## src/rtl/cordic_iter_sequencer_if.sv

```systemverilog
// Operand-in / result-out handshake bundle for the CORDIC iteration sequencer.
interface cordic_iter_sequencer_if #(
  parameter int unsigned DSIZE = 16
);
  logic             in_valid;
  logic             in_ready;
  logic [DSIZE-1:0] x_in;
  logic [DSIZE-1:0] y_in;
  logic [DSIZE-1:0] z_in;
  logic             out_valid;
  logic             out_ready;
  logic [DSIZE-1:0] x_out;
  logic [DSIZE-1:0] y_out;
  logic [DSIZE-1:0] z_out;

  // Producer/consumer side: offers operands, takes results.
  modport master (
    output in_valid, x_in, y_in, z_in, out_ready,
    input  in_ready, out_valid, x_out, y_out, z_out
  );

  // Sequencer side.
  modport slave (
    input  in_valid, x_in, y_in, z_in, out_ready,
    output in_ready, out_valid, x_out, y_out, z_out
  );
endinterface

```

## src/rtl/cordic_iter_sequencer.sv

```systemverilog
// Iteration controller for a CORDIC rotation stage: loads one operand set,
// walks I = 0..ITER-1 feeding stage results back, then presents the result.
module cordic_iter_sequencer #(
  parameter int unsigned DSIZE    = 16,
  parameter int unsigned ITER     = 16,
  parameter int unsigned ROT_LAT  = 1,
  parameter string       ROTTMODE = "ROTT"
) (
  input  logic             clock,
  input  logic             rst_n,
  cordic_iter_sequencer_if.slave io,
  output logic [DSIZE-1:0] rot_Xin,
  output logic [DSIZE-1:0] rot_Yin,
  output logic [DSIZE-1:0] rot_Zin,
  output logic [4:0]       rot_I,
  output logic             rot_direcion,
  input  logic [DSIZE-1:0] rot_Xout,
  input  logic [DSIZE-1:0] rot_Yout,
  input  logic [DSIZE-1:0] rot_Zout,
  output logic             busy
);

  localparam int unsigned   WCNT_W    = (ROT_LAT > 1) ? $clog2(ROT_LAT) : 1;
  localparam logic [WCNT_W-1:0] WCNT_LAST = WCNT_W'(ROT_LAT - 1);
  localparam logic [4:0]    ITER_LAST = 5'(ITER - 1);
  localparam bit            IS_VECTOR = (ROTTMODE == "VECTOR");

  typedef enum logic [1:0] {IDLE, RUN, DONE} state_t;

  state_t            state, state_n;
  logic [DSIZE-1:0]  x_r, y_r, z_r;
  logic [4:0]        iter;
  logic [WCNT_W-1:0] wcnt;
  logic              out_valid_q;
  logic              accept;
  logic              capture;

  // Next state plus the load/capture strobes for the datapath.
  always_comb begin
    state_n = state;
    accept  = 1'b0;
    capture = 1'b0;
    unique case (state)
      IDLE: begin
        if (io.in_valid) begin
          accept  = 1'b1;
          state_n = RUN;
        end
      end
      RUN: begin
        if (wcnt == WCNT_LAST) begin
          capture = 1'b1;
          if (iter == ITER_LAST) state_n = DONE;
        end
      end
      DONE: begin
        if (io.out_ready) state_n = IDLE;
      end
      default: state_n = IDLE;
    endcase
  end

  // State register with registered status flags decoded from the next state.
  always_ff @(posedge clock or negedge rst_n) begin
    if (!rst_n) begin
      state       <= IDLE;
      out_valid_q <= 1'b0;
      busy        <= 1'b0;
    end else begin
      state       <= state_n;
      out_valid_q <= (state_n == DONE);
      busy        <= (state_n != IDLE);
    end
  end

  // Operand registers, iteration index and per-iteration wait counter.
  always_ff @(posedge clock or negedge rst_n) begin
    if (!rst_n) begin
      x_r  <= '0;
      y_r  <= '0;
      z_r  <= '0;
      iter <= '0;
      wcnt <= '0;
    end else if (accept) begin
      x_r  <= io.x_in;
      y_r  <= io.y_in;
      z_r  <= io.z_in;
      iter <= '0;
      wcnt <= '0;
    end else if (capture) begin
      x_r  <= rot_Xout;
      y_r  <= rot_Yout;
      z_r  <= rot_Zout;
      wcnt <= '0;
      if (iter != ITER_LAST) iter <= iter + 5'd1;
    end else if (state == RUN) begin
      wcnt <= wcnt + WCNT_W'(1);
    end
  end

  // Held registers drive the stage and the result bus for a whole iteration.
  assign rot_Xin      = x_r;
  assign rot_Yin      = y_r;
  assign rot_Zin      = z_r;
  assign rot_I        = iter;
  assign rot_direcion = IS_VECTOR ? y_r[DSIZE-1] : ~z_r[DSIZE-1];
  assign io.in_ready  = (state == IDLE);
  assign io.out_valid = out_valid_q;
  assign io.x_out     = x_r;
  assign io.y_out     = y_r;
  assign io.z_out     = z_r;

endmodule

```

## src/flat_wrapper.sv

```systemverilog
// flat-port wrapper written by rule: the top's interface ports become plain ports
module cordic_iter_sequencer_flat 
#(
  parameter int unsigned DSIZE    = 16,
  parameter int unsigned ITER     = 16,
  parameter int unsigned ROT_LAT  = 1,
  parameter string       ROTTMODE = "    "
)
  (clock, rst_n, rot_Xin, rot_Yin, rot_Zin, rot_I, rot_direcion, rot_Xout, rot_Yout, rot_Zout, busy, io_in_valid, io_x_in, io_y_in, io_z_in, io_out_ready, io_in_ready, io_out_valid, io_x_out, io_y_out, io_z_out);
  cordic_iter_sequencer_if #(.DSIZE(DSIZE)) io_i ();
  input  logic clock;
  input  logic rst_n;
  output logic [DSIZE-1:0] rot_Xin;
  output logic [DSIZE-1:0] rot_Yin;
  output logic [DSIZE-1:0] rot_Zin;
  output logic [4:0] rot_I;
  output logic rot_direcion;
  input  logic [DSIZE-1:0] rot_Xout;
  input  logic [DSIZE-1:0] rot_Yout;
  input  logic [DSIZE-1:0] rot_Zout;
  output logic busy;
  input wire logic [$bits(io_i.in_valid)-1:0] io_in_valid;
  input wire logic [$bits(io_i.x_in)-1:0] io_x_in;
  input wire logic [$bits(io_i.y_in)-1:0] io_y_in;
  input wire logic [$bits(io_i.z_in)-1:0] io_z_in;
  input wire logic [$bits(io_i.out_ready)-1:0] io_out_ready;
  output wire logic [$bits(io_i.in_ready)-1:0] io_in_ready;
  output wire logic [$bits(io_i.out_valid)-1:0] io_out_valid;
  output wire logic [$bits(io_i.x_out)-1:0] io_x_out;
  output wire logic [$bits(io_i.y_out)-1:0] io_y_out;
  output wire logic [$bits(io_i.z_out)-1:0] io_z_out;
  assign io_i.in_valid = io_in_valid;
  assign io_i.x_in = io_x_in;
  assign io_i.y_in = io_y_in;
  assign io_i.z_in = io_z_in;
  assign io_i.out_ready = io_out_ready;
  assign io_in_ready = io_i.in_ready;
  assign io_out_valid = io_i.out_valid;
  assign io_x_out = io_i.x_out;
  assign io_y_out = io_i.y_out;
  assign io_z_out = io_i.z_out;
  cordic_iter_sequencer #(.DSIZE(DSIZE), .ITER(ITER), .ROT_LAT(ROT_LAT), .ROTTMODE(ROTTMODE)) u_core (.clock(clock), .rst_n(rst_n), .io(io_i), .rot_Xin(rot_Xin), .rot_Yin(rot_Yin), .rot_Zin(rot_Zin), .rot_I(rot_I), .rot_direcion(rot_direcion), .rot_Xout(rot_Xout), .rot_Yout(rot_Yout), .rot_Zout(rot_Zout), .busy(busy));
endmodule
```

## config.mk

```make
export PLATFORM = sky130hd
export DESIGN_NAME = cordic_iter_sequencer_flat
export DESIGN_NICKNAME = d
export VERILOG_FILES = /design/src/rtl/cordic_iter_sequencer_if.sv /design/src/rtl/cordic_iter_sequencer.sv /design/src/flat_wrapper.sv
export SDC_FILE = /design/constraint.sdc
export NUM_CORES = 1
export LEC_CHECK = 0
export CAP_MARGIN = 25
export CORE_AREA = 2 2 96 98
export DETAILED_ROUTE_END_ITERATION = 8
export DIE_AREA = 0 0 98 100
export PLACE_DENSITY = 0.88
export SYNTH_ARGS = -nofsm -noshare
export SYNTH_HDL_FRONTEND = slang
export SYNTH_SLANG_ARGS = --single-unit
export TNS_END_PERCENT = 50
```

## constraint.sdc

```tcl
create_clock -name clock -period 2.2 [get_ports clock]
set_clock_uncertainty 0.2 [all_clocks]
set_input_delay 0.55 -clock clock [delete_from_list [all_inputs] [get_ports clock]]
set_output_delay 0.55 -clock clock [all_outputs]
set_load 0.02 [all_outputs]
```

# --- After elaboration in Yosys (flattened, before gate mapping) ---
# Cells that the tools add are included.
totals:
  romBits: 0
  mem_count: 0
  out_inout_bits: 105
  latchBits: 0
  register_bits: 58
  ram_bits: 0
op_classes:
  magnitude_cmp: 0
  shift: 0
  mux: 21
  reduce_logical: 6
  bitwise: 1
  div: 0
  mul: 0
  eq_ne: 5
  add_sub_neg: 2
ops:
  columns: ["op", "count"]
  rows:
  - ["16-bit 2-to-1 mux", 6]
  - ["5-bit 2-to-1 mux", 3]
  - ["2-bit 2-to-1 mux", 4]
  - ["1-bit 2-to-1 mux", 7]
  - ["2-bit case mux with 3 select lines", 1]
  - ["2-bit nonzero test", 3]
  - ["5-bit by 1-bit adder with 5-bit output, second input constant", 1]
  - ["5-bit by 4-bit == test with 1-bit output, second input constant", 1]
  - ["5-bit by 4-bit inequality test with 1-bit output, second input constant", 1]
  - ["2-bit == test, second input constant", 2]
  - ["3-bit nonzero test", 1]
  - ["2-bit by 1-bit == test with 1-bit output, second input constant", 1]
  - ["2-bit logical NOT", 1]
  - ["2-bit AND reduction", 1]
  - ["1-bit adder, second input constant", 1]
  - ["1-bit inverter", 1]

# --- Depth between registers and ports, before layout ---
# Gate-level depths: netlist of run 1.
logic_depth:
  depth_word: 5
  ltp_mapped: 6
  depth_no_buf: 6

# --- Least setup slack after synthesis of run 1 ---
# Ideal clock, no wire load.
synth_timing:
  kind: "flip-flop to flip-flop"
  startpoint: "reg u_core.iter[0], in the netlist u_core.rot_I[0]"
  endpoint: "reg u_core.busy"
  required_ns: 1.873
  path_stages_with_launch: 6
  arrival_time_ns: 1.655
  slack_ns: 0.218
  n_path_buf: 0
  path_cell_list: "dfrtp_1 -> ha_1 -> and3_1 -> ha_1 -> a41o_1 -> or2_2"
synth_via:
  elab_chain_cells: 5
synth_lines:
  columns: ["element", "line", "source"]
  rows:
  - ["from (decl)", "cordic_iter_sequencer.sv:32", "logic [4:0] iter;"]
  - ["from (signal assigned)", "cordic_iter_sequencer.sv:95", "if (iter != ITER_LAST) iter <= iter + 5'd1;"]
  - ["5-bit by 4-bit == test with 1-bit output", "cordic_iter_sequencer.sv:53", "if (iter == ITER_LAST) state_n = DONE;"]
  - ["2-bit 2-to-1 mux", "cordic_iter_sequencer.sv:53", null]
  - ["2-bit 2-to-1 mux", "cordic_iter_sequencer.sv:51", "if (wcnt == WCNT_LAST) begin"]
  - ["2-bit case mux with 3 select lines", "cordic_iter_sequencer.sv:43", "unique case (state)"]
  - ["named net u_core.state_n[1]", "cordic_iter_sequencer.sv:30", "state_t state, state_n;"]
  - ["2-bit nonzero test", "cordic_iter_sequencer.sv:72", "busy <= (state_n != IDLE);"]
  - ["to (signal assigned)", "cordic_iter_sequencer.sv:72", null]
  - ["to (decl)", "cordic_iter_sequencer.sv:20", "output logic busy"]
# The timed path passes the listed nets, and every way through them passes these cells.
# A chain may end at the register's enable or synchronous reset.

# --- Worst setup path in the final report of run 1 ---
layout_timing:
  startpoint: "reg u_core.iter[2], in the netlist u_core.rot_I[2]"
  endpoint: "out rot_I[2]"
layout_rtl:
  columns: ["element", "line", "source"]
  rows:
  - ["to (decl)", "flat_wrapper.sv:16", "output logic [4:0] rot_I;"]
# No word-level cell between the ends.

==> results of run 1 <==
-- worst reg2reg max path, stage by stage (launching register included) --
cell	delay, ns
dfrtp_1	0.43
ha_1	0.23
and3_1	0.19
ha_1	0.30
a41o_1	0.27
or2_2	0.27
-- stage by stage --
step	hold WS, ns	utilization	setup TNS [ns]	worst slack (ns)
after floorplan	0.0544	-	0	0.218
after global placement	0.291	0.560	-2.82	-0.109
after detailed placement	0.301	0.560	-4.91	-0.139
after CTS	0.0102	0.583	0	0.00144
after global routing	0.0231	0.583	0	0.00260
final	0.000776	0.583	0	0.0637
-- flip-flops by register name (all words and copies together), names as in the netlist --
signal / cells
u_core.busy: 1
u_core.io.out_valid: 1
u_core.io.x_out: 16
u_core.io.y_out: 16
u_core.io.z_out: 16
u_core.rot_I: 5
u_core.state: 2
u_core.wcnt: 1
-- power groups by stage --
stage	Sequential (mW)	Combinational, mW	Clock, mW
after floorplan	2.63	2.64	0
after global placement	2.03	5.01	0
after detailed placement	2.07	5.10	0
after CTS	2.06	5.11	1.05
after global routing	2.13	5.38	1.11
final	2.05	5.06	1.00
-- cell usage after synthesis, drive strengths merged --
cell | count | share of area
clkbuf | 2 | 0.0024
nand2b | 2 | 0.0072
nor3b | 1 | 0.0024
nor3 | 1 | 0.0016
or2 | 1 | 0.0020
o22ai | 1 | 0.0020
a31oi | 1 | 0.0020
o21ai | 2 | 0.0032
a21boi | 1 | 0.0024
a2111oi | 2 | 0.018
a21oi | 49 | 0.082
nor2 | 52 | 0.062
ha | 2 | 0.0080
inv | 6 | 0.0072
dfrtp | 58 | 0.46
nand3 | 2 | 0.0032
xnor2 | 2 | 0.0056
and2 | 1 | 0.0020
a41o | 2 | 0.0064
and3 | 1 | 0.0020
mux2i | 49 | 0.16
buf | 63 | 0.16
nand2 | 2 | 0.0024
-- worst min-delay path by stage --
stage / startpoint / endpoint / slack, ns / depth (start not counted)
6_report: rst_n / u_core.wcnt$_DFFE_PN0P_ / 0.0008 / 2
4_1_cts: rst_n / u_core.io.out_valid$_DFF_PN0_ / 0.01 / 2
5_1_grt: rst_n / u_core.state[0]$_DFF_PN0_ / 0.02 / 2
3_3_place_gp: u_core.wcnt$_DFFE_PN0P_ / u_core.wcnt$_DFFE_PN0P_ / 0.29 / 1
3_5_place_dp: u_core.wcnt$_DFFE_PN0P_ / u_core.wcnt$_DFFE_PN0P_ / 0.30 / 1
2_1_floorplan: rst_n / u_core.busy$_DFF_PN0_ / 0.05 / 0
-- routing by layer --
metal | global-route usage | up-vias
li1 | - | 1305
met1 | 0.200 | 1272
met2 | 0.291 | 130
met3 | 0.0536 | 7
met4 | 0.0513 | 0
met5 | 0 | -
-- repair_timing --
item,in CTS,in global routing
pin swaps,0,0
hold buffers,0,0
setup endpoints to repair,1,2
setup buffers,0,0
gates resized for setup,1,2
-- cell families after synthesis --
logic type	synth area share
buffers and inverters	0.167
and+or+nand+nor	0.0849
AOI/OAI and AO/OA	0.115
DFF	0.463
muxes	0.156
xor gates and xnor gates	0.00558
adders and majority gates	0.00797
-- cell type report --
| class | count | area, µm² |
|---|---|---|
| fillers | 747 | 3700 |
| repair buffers | 217 | 2200 |
| flip-flops and latches | 58 | 1450 |
| multi-input cells | 174 | 1170 |
| clock buffers | 12 | 155 |
| well taps | 111 | 139 |
| clock inverters | 4 | 50.0 |
| inverters | 6 | 22.5 |
==> impl_metrics.env, run 1 <==
export IMPL_internal_power_mw=4.65
export IMPL_cap_violations=0
export IMPL_final_cells=582
export IMPL_clock_power_share=0.124
export IMPL_cts_buffers=9
export IMPL_critical_path_top_delay_family="buffers and inverters"
export IMPL_synth_seq_cells=58
export IMPL_reg2reg_slack_ns=0.21
export IMPL_globalRouteOverflowTotal=0
export IMPL_cts_tree="yes"
export IMPL_ant_nets=0
export IMPL_endpoint_kind="output port"
export IMPL_diodes=0
export IMPL_place_congestion=0.797
export IMPL_cp_depth=1
export IMPL_floorplan_die_area_mm2=0.00980
export IMPL_setup_viol=0
export IMPL_power_leakage_nw=2.09
export IMPL_min_path_type="primary input to asynchronous set/reset pin"
export IMPL_layout_commonest_cell="clkdlybuf4s50_1"
export IMPL_drc_errors=0
export IMPL_path_cells="clkdlybuf4s50_1"
export IMPL_clk_pin_slew_ns=0.07
export IMPL_wl_met1_um=3160
export IMPL_syn_avg_cell_area_um2=10.4
export IMPL_cts_htree_levels=3
export IMPL_cp_startpoint="u_core.rot_I[2]$_DFFE_PN0P_"
export IMPL_rsz0062_at_grt="false"
export IMPL_drt_iter0_drc=93
export IMPL_synth_nets=405
export IMPL_io_pins=205
export IMPL_final_layout_size_suffix_gt1_frac=0.0764
export IMPL_synth_cell_type_count=27
export IMPL_final_cell_mix="clkdlybuf4s50_1, dfrtp_1, nor2_1"
export IMPL_report_final_hold_viol_count=0
export IMPL_area_growth_pct=65.2
export IMPL_via_count=2714
export IMPL_cpPeakStageDelay_ns=0.65
export IMPL_cts_path_max_buffers=2
export IMPL_max_freq_ghz=0.468
export IMPL_finalCriticalPeriod_ns=2.14
export IMPL_crit_path_end="rot_I[2]"
export IMPL_die_w_um=98
export IMPL_cts_root_buffer="clkbuf_8"
export IMPL_wire_per_inst_um=14.3
export IMPL_final_cell_area_mm2=0.00518
export IMPL_seqPwrFrac=0.252
export IMPL_combPwrFrac=0.624
export IMPL_r2r_cells=5
export IMPL_p_switching_mw=3.46
export IMPL_ys_seq_area_frac=0.463
export IMPL_p_sw_frac=0.427
export IMPL_num_nets_final=568
export IMPL_cp_start_kind="flop"
export IMPL_rr_endpoint="u_core.busy$_DFF_PN0_"
export IMPL_r2r_start="u_core.rot_I[0]$_DFFE_PN0P_"
export IMPL_dp_hpwl_um=6480
export IMPL_place_inst=566
export IMPL_cp_arrival_ns=1.39
export IMPL_cts_sinks=58
export IMPL_max_slew_margin=0.764
export IMPL_crit_path_max_fanout=4
export IMPL_wl_met3_um=770
export IMPL_finalPower_mw=8.11
export IMPL_fp_coreArea_mm2=0.00889
export IMPL_path_buf_inv=1
export IMPL_avgViaCountPerCell=4.66
export IMPL_core_rowCount=35
export IMPL_synthCells=303
export IMPL_initial_core_util=0.353
export IMPL_grtUsageTotal=0.168
export IMPL_insertion_delay_ns=0.33
export IMPL_ir_worst_vdd_mv=0.796
export IMPL_io_buffers=204
export IMPL_grt_pass1_vias=2692
export IMPL_outcome="finished clean"
export IMPL_grt_max_degree=59
export IMPL_top_layer="met4"
export IMPL_power_density_mw_per_mm2=1560
export IMPL_grt_pass1_wl_um=13300
export IMPL_antenna_found_initial=0
export IMPL_path_class="flop to output port"
export IMPL_ys_warn_count=0
export IMPL_wl_um=8310
export IMPL_crit_required_ns=1.45
export IMPL_fin_crit_sh=0.971
export IMPL_place_area_mm2=0.00498
export IMPL_slew_viol_final=0
export IMPL_tightest_slew_ns=0.354
export IMPL_syn_area_mm2=0.00314
export IMPL_wl_met2_um=4310
export IMPL_chipHeight_um=100
export IMPL_crit_slowest_cell="clkdlybuf4s50_1"
export IMPL_dr_pass1_iters=4
Note: power is estimated with default switching activity, not from simulation.
==> run 2, diff against run 1 <==
--- a/config.mk
+++ b/config.mk
@@ -10,6 +10,7 @@
 export DETAILED_ROUTE_END_ITERATION = 8
 export DIE_AREA = 0 0 98 100
 export PLACE_DENSITY = 0.88
+export SETUP_SLACK_MARGIN = 0.5
 export SYNTH_ARGS = -nofsm -noshare
 export SYNTH_HDL_FRONTEND = slang
 export SYNTH_SLANG_ARGS = --single-unit
==> impl_metrics.env, run 2 (synthesized netlist as in run 1, its figures left out) <==
export IMPL_outcome="finished clean"
export IMPL_cp_start_kind="flop"
export IMPL_num_nets_final=591
export IMPL_core_rowCount=35
export IMPL_cts_tree="yes"
export IMPL_power_density_mw_per_mm2=1540
export IMPL_drc_errors=0
export IMPL_cts_root_buffer="clkbuf_8"
export IMPL_layout_commonest_cell="clkdlybuf4s50_1"
export IMPL_cp_arrival_ns=1.79
export IMPL_final_cell_mix="clkdlybuf4s50_1, buf_2, dfrtp_1"
export IMPL_utilization=0.577
export IMPL_endpoint_kind="flop"
export IMPL_via_count=2883
export IMPL_cts_hold_buf=0
export IMPL_final_cells=605
export IMPL_grt_max_degree=33
export IMPL_tightest_slew_ns=0.612
export IMPL_cts_sinks=58
export IMPL_max_freq_ghz=0.565
export IMPL_grt_pass1_wl_um=14400
export IMPL_min_path_type="primary input to asynchronous set/reset pin"
export IMPL_finalCriticalPeriod_ns=1.77
export IMPL_slew_viol_final=0
export IMPL_wl_um=9810
export IMPL_path_class="flop to flop"
export IMPL_rsz0062_at_grt="true"
export IMPL_top_layer="met4"
export IMPL_final_layout_size_suffix_gt1_frac=0.342
export IMPL_wl_met2_um=5260
export IMPL_initial_core_util=0.353
export IMPL_report_final_hold_viol_count=0
export IMPL_chipHeight_um=100
export IMPL_clk_pin_slew_ns=0.07
export IMPL_wire_per_inst_um=16.2
export IMPL_floorplan_die_area_mm2=0.00980
export IMPL_dr_pass1_iters=4
export IMPL_cts_path_max_buffers=2
export IMPL_fin_crit_sh=0.805
export IMPL_die_w_um=98
export IMPL_wl_met3_um=670
export IMPL_crit_required_ns=2.21
export IMPL_ir_worst_vdd_mv=0.780
export IMPL_max_slew_margin=0.592
export IMPL_globalRouteOverflowTotal=0
export IMPL_fp_coreArea_mm2=0.00889
export IMPL_grt_pass1_vias=2946
export IMPL_grtUsageTotal=0.183
export IMPL_io_buffers=204
export IMPL_place_inst=569
export IMPL_diodes=0
export IMPL_insertion_delay_ns=0.33
export IMPL_ant_nets=0
export IMPL_wl_met1_um=3810
export IMPL_holdWs_ns=0.0302
export IMPL_place_congestion=0.799
export IMPL_avgViaCountPerCell=4.77
export IMPL_io_pins=205
export IMPL_dp_hpwl_um=6790
export IMPL_power_leakage_nw=2.26
export IMPL_cts_htree_levels=3
export IMPL_setup_viol=0
export IMPL_antenna_found_initial=0
export IMPL_area_growth_pct=63.4
export IMPL_crit_path_max_fanout=6
export IMPL_cap_violations=0
export IMPL_drt_iter0_drc=46
export IMPL_cts_buffers=9
run 2: timing repair:
action                     in CTS  in global routing
gates resized for setup       373                 47
pin swaps                       3                 15
cloned                          2                  5
hold endpoints to repair        0                  0
setup endpoints to repair     159                 87
buffers inserted                5                  8
run 2: layout make-up:
cell class,instances,area (µm²)
Clock buffer,13,149
Clock inverter,3,15.0
Fill cell,788,3760
Inverter,6,22.5
Multi-Input combinational cell,174,1280
Sequential cell,58,1450
Tap cell,111,139
Timing Repair Buffer,240,2070
run 2: report_power, final:
part | total, mW | internal (mW) | switching, mW
logic | 5.00 | 2.13 | 2.88
clock network | 0.836 | 0.435 | 0.401
registers | 2.06 | 1.61 | 0.443
total | 7.90 | 4.18 | 3.72
run 2: metal layers:
metal / vias to the layer above / GRT usage
met5: - / 0
li1: 1355 / -
met1: 1390 / 0.210
met3: 7 / 0.0467
met4: 0 / 0.0513
met2: 131 / 0.338
run 2: path summary, 6_finish.rpt:
| path | cells after the start | endpoint | from | slack, ns |
|---|---|---|---|---|
| max in group asynchronous | 2 | u_core.io.y_out[14]$_DFFE_PN0P_ | rst_n | 1.17 |
| max reg2reg | 5 | u_core.busy$_DFF_PN0_ | u_core.rot_I[0]$_DFFE_PN0P_ | 0.43 |
| max | 5 | u_core.busy$_DFF_PN0_ | u_core.rot_I[0]$_DFFE_PN0P_ | 0.43 |
| min reg2reg | 1 | u_core.wcnt$_DFFE_PN0P_ | u_core.wcnt$_DFFE_PN0P_ | 0.34 |
| min | 1 | u_core.io.out_valid$_DFF_PN0_ | rst_n | 0.03 |
| min in group clock | 1 | u_core.wcnt$_DFFE_PN0P_ | u_core.wcnt$_DFFE_PN0P_ | 0.34 |
run 2: worst max-delay path, stage by stage (launching register included):
cell and delay (ns):
dfrtp_2 0.45, ha_4 0.17, and3_4 0.18, ha_4 0.19, a41o_1 0.20, or2_2 0.27
run 2: stage by stage:
step / setup TNS [ns] / total power [mW] / instance area (µm²) / worst slack (ns)
6_report: 0 / 7.90 / 5130 / 0.429
5_1_grt: 0 / 8.39 / 5130 / 0.356
4_1_cts: 0 / 7.56 / 4900 / 0.406
3_5_place_dp: -4.15 / 7.21 / 5020 / -0.111
3_3_place_gp: -1.27 / 7.06 / 5020 / -0.0973
2_1_floorplan: 0 / 5.29 / 3160 / 0.417
==> run 3, diff against run 2 <==
--- a/config.mk
+++ b/config.mk
@@ -6,10 +6,10 @@
 export NUM_CORES = 1
 export LEC_CHECK = 0
 export CAP_MARGIN = 25
-export CORE_AREA = 2 2 96 98
+export CORE_AREA = 2 2 101 103
 export DETAILED_ROUTE_END_ITERATION = 8
-export DIE_AREA = 0 0 98 100
-export PLACE_DENSITY = 0.88
+export DIE_AREA = 0 0 103 105
+export PLACE_DENSITY = 0.84
 export SETUP_SLACK_MARGIN = 0.5
 export SYNTH_ARGS = -nofsm -noshare
 export SYNTH_HDL_FRONTEND = slang
==> constraint.sdc (replaced) <==
create_clock -name clock -period 1.42 [get_ports clock]
set_clock_uncertainty 0.2 [all_clocks]
set_input_delay 0.355 -clock clock [delete_from_list [all_inputs] [get_ports clock]]
set_output_delay 0.355 -clock clock [all_outputs]
set_load 0.02 [all_outputs]
==> impl_metrics.env, run 3 (synthesized netlist as in run 1, its figures left out) <==
export IMPL_wl_met1_um=3800
export IMPL_cts_sinks=58
export IMPL_setup_viol=158
export IMPL_final_layout_size_suffix_gt1_frac=0.436
export IMPL_chipHeight_um=105
export IMPL_initial_core_util=0.326
export IMPL_area_growth_pct=84.7
export IMPL_final_cell_area_mm2=0.00580
export IMPL_cp_start_kind="flop"
export IMPL_power_leakage_nw=2.49
export IMPL_crit_required_ns=1.43
export IMPL_grt_pass1_vias=2938
export IMPL_wl_met3_um=823
export IMPL_avgViaCountPerCell=4.58
export IMPL_reg2reg_slack_ns=-0.33
export IMPL_place_congestion=0.773
export IMPL_seq_area_mm2=0.00149
export IMPL_p_switching_mw=6.19
export IMPL_wl_um=10300
export IMPL_clock_power_share=0.131
export IMPL_report_final_hold_viol_count=58
export IMPL_timing_final_ws_setup_ns=-0.326
export IMPL_r2r_cells=5
export IMPL_drt_iter0_drc=100
export IMPL_final_cells=638
export IMPL_ir_worst_vdd_mv=1.09
export IMPL_clk_pin_slew_ns=0.07
export IMPL_max_slew_margin=0.783
export IMPL_place_inst=592
export IMPL_cts_buffers=9
export IMPL_layout_commonest_cell="clkdlybuf4s50_1"
export IMPL_internal_power_mw=8.67
export IMPL_wire_per_inst_um=16.1
export IMPL_finalCriticalPeriod_ns=1.75
export IMPL_slew_viol_final=0
export IMPL_dr_pass1_iters=4
export IMPL_finalPower_mw=14.9
export IMPL_floorplan_die_area_mm2=0.0108
export IMPL_violations="negative hold slack, negative setup slack"
export IMPL_ant_nets=0
export IMPL_grt_max_degree=59
export IMPL_cts_root_buffer="clkbuf_8"
export IMPL_fillers=802
export IMPL_io_buffers=204
export IMPL_diodes=0
export IMPL_path_class="flop to flop"
export IMPL_wl_met2_um=5450
export IMPL_final_cell_mix="clkdlybuf4s50_1, buf_6, nor2_1"
export IMPL_holdWs_ns=-0.157
export IMPL_cts_tree="yes"
export IMPL_crit_path_max_fanout=13
export IMPL_dp_hpwl_um=6760
export IMPL_top_layer="met4"
export IMPL_max_freq_ghz=0.573
export IMPL_rr_endpoint="u_core.io.x_out[13]$_DFFE_PN0P_"
export IMPL_grt_pass1_wl_um=14200
export IMPL_multi_input_area_mm2=0.00129
export IMPL_seqPwrFrac=0.234
export IMPL_io_pins=205
export IMPL_min_path_type="primary input to asynchronous set/reset pin"
export IMPL_cp_arrival_ns=1.75
export IMPL_fp_coreArea_mm2=0.00964
export IMPL_core_rowCount=36
export IMPL_fin_crit_sh=1.23
export IMPL_crit_path_end="u_core.io.x_out[13]$_DFFE_PN0P_"
export IMPL_r2r_start="u_core.state[0]$_DFF_PN0_"
export IMPL_die_w_um=103
export IMPL_outcome="complete, but fails checks"
export IMPL_place_area_mm2=0.00510
export IMPL_rsz0062_at_grt="true"
export IMPL_combPwrFrac=0.635
export IMPL_drc_errors=0
export IMPL_tightest_slew_ns=0.325
export IMPL_globalRouteOverflowTotal=0
export IMPL_cts_path_max_buffers=2
export IMPL_num_nets_final=602
export IMPL_endpoint_kind="flop"
export IMPL_power_density_mw_per_mm2=2560
export IMPL_p_sw_frac=0.417
export IMPL_fin_setup_tns_ns=-18.44
export IMPL_antenna_found_initial=0
export IMPL_cap_violations=0
export IMPL_cts_htree_levels=3
export IMPL_insertion_delay_ns=0.33
export IMPL_cp_startpoint="u_core.state[0]$_DFF_PN0_"
export IMPL_via_count=2925
export IMPL_grtUsageTotal=0.165
run 3: cell types whose count changed in the layout (fill, tap and decap cells not counted), sizes merged:
cell and delta:
clkinv -3, clkdlybuf4s15 -8, bufinv +3, buf +36, clkbuf -16, dlygate4sd2 -2, clkinvlp +1
run 3: how the worst min path moves through the flow:
| stage | start | to | cells after the start | slack [ns] |
|---|---|---|---|---|
| floorplan | rst_n | u_core.busy$_DFF_PN0_ | 0 | -0.14 |
| global placement | rst_n | u_core.io.y_out[7]$_DFFE_PN0P_ | 2 | 0.18 |
| detailed placement | rst_n | u_core.io.y_out[7]$_DFFE_PN0P_ | 2 | 0.20 |
| CTS | rst_n | u_core.io.y_out[7]$_DFFE_PN0P_ | 2 | -0.17 |
| global route | rst_n | u_core.io.y_out[6]$_DFFE_PN0P_ | 2 | -0.17 |
| finish | rst_n | u_core.io.y_out[11]$_DFFE_PN0P_ | 2 | -0.16 |
run 3: layout make-up:
cell class                      count  share of cell area
Clock buffer                       12              0.0268
Timing Repair Buffer              251               0.445
Multi-Input combinational cell    174               0.222
Inverter                            6             0.00432
Clock inverter                      4              0.0168
Tap cell                          133              0.0287
Sequential cell                    58               0.256
run 3: what timing repair did:
action / CTS / global route
setup buffers: 9 / 13
gates resized for setup: 543 / 61
pin swaps: 8 / 10
endpoints found under the setup margin: 163 / 163
gates cloned: 1 / 7
endpoints found under the hold margin: 58 / 58
run 3: power groups by stage:
stage | sequential, mW | combinational (mW) | clock [mW]
after global routing | 3.60 | 10.0 | 2.07
after detailed placement | 3.30 | 8.11 | 0
final | 3.48 | 9.44 | 1.94
after global placement | 3.25 | 7.94 | 0
after floorplan | 4.22 | 4.38 | 0
after CTS | 3.41 | 8.11 | 1.99
run 3: critical path, stage by stage (launching register included):
cell       delay (ns)
dfrtp_2          0.47
nor3b_4          0.31
buf_4            0.18
clkbuf_16        0.18
mux2i_1          0.20
a21oi_1          0.08
run 3: per-layer routing:
metal / vias to the layer above / global-route usage
met1: 1396 / 0.174
met3: 19 / 0.0522
met5: - / 0
met4: 0 / 0.0526
met2: 141 / 0.304
li1: 1369 / -
run 3: through the flow:
| stage | hold WS (ns) | util | setup WS (ns) |
|---|---|---|---|
| after floorplan | -0.141 | - | -0.362 |
| after global placement | 0.176 | 0.529 | -0.660 |
| after detailed placement | 0.195 | 0.529 | -0.701 |
| after CTS | -0.167 | 0.552 | -0.302 |
| after global routing | -0.167 | 0.601 | -0.382 |
| final | -0.157 | 0.601 | -0.326 |
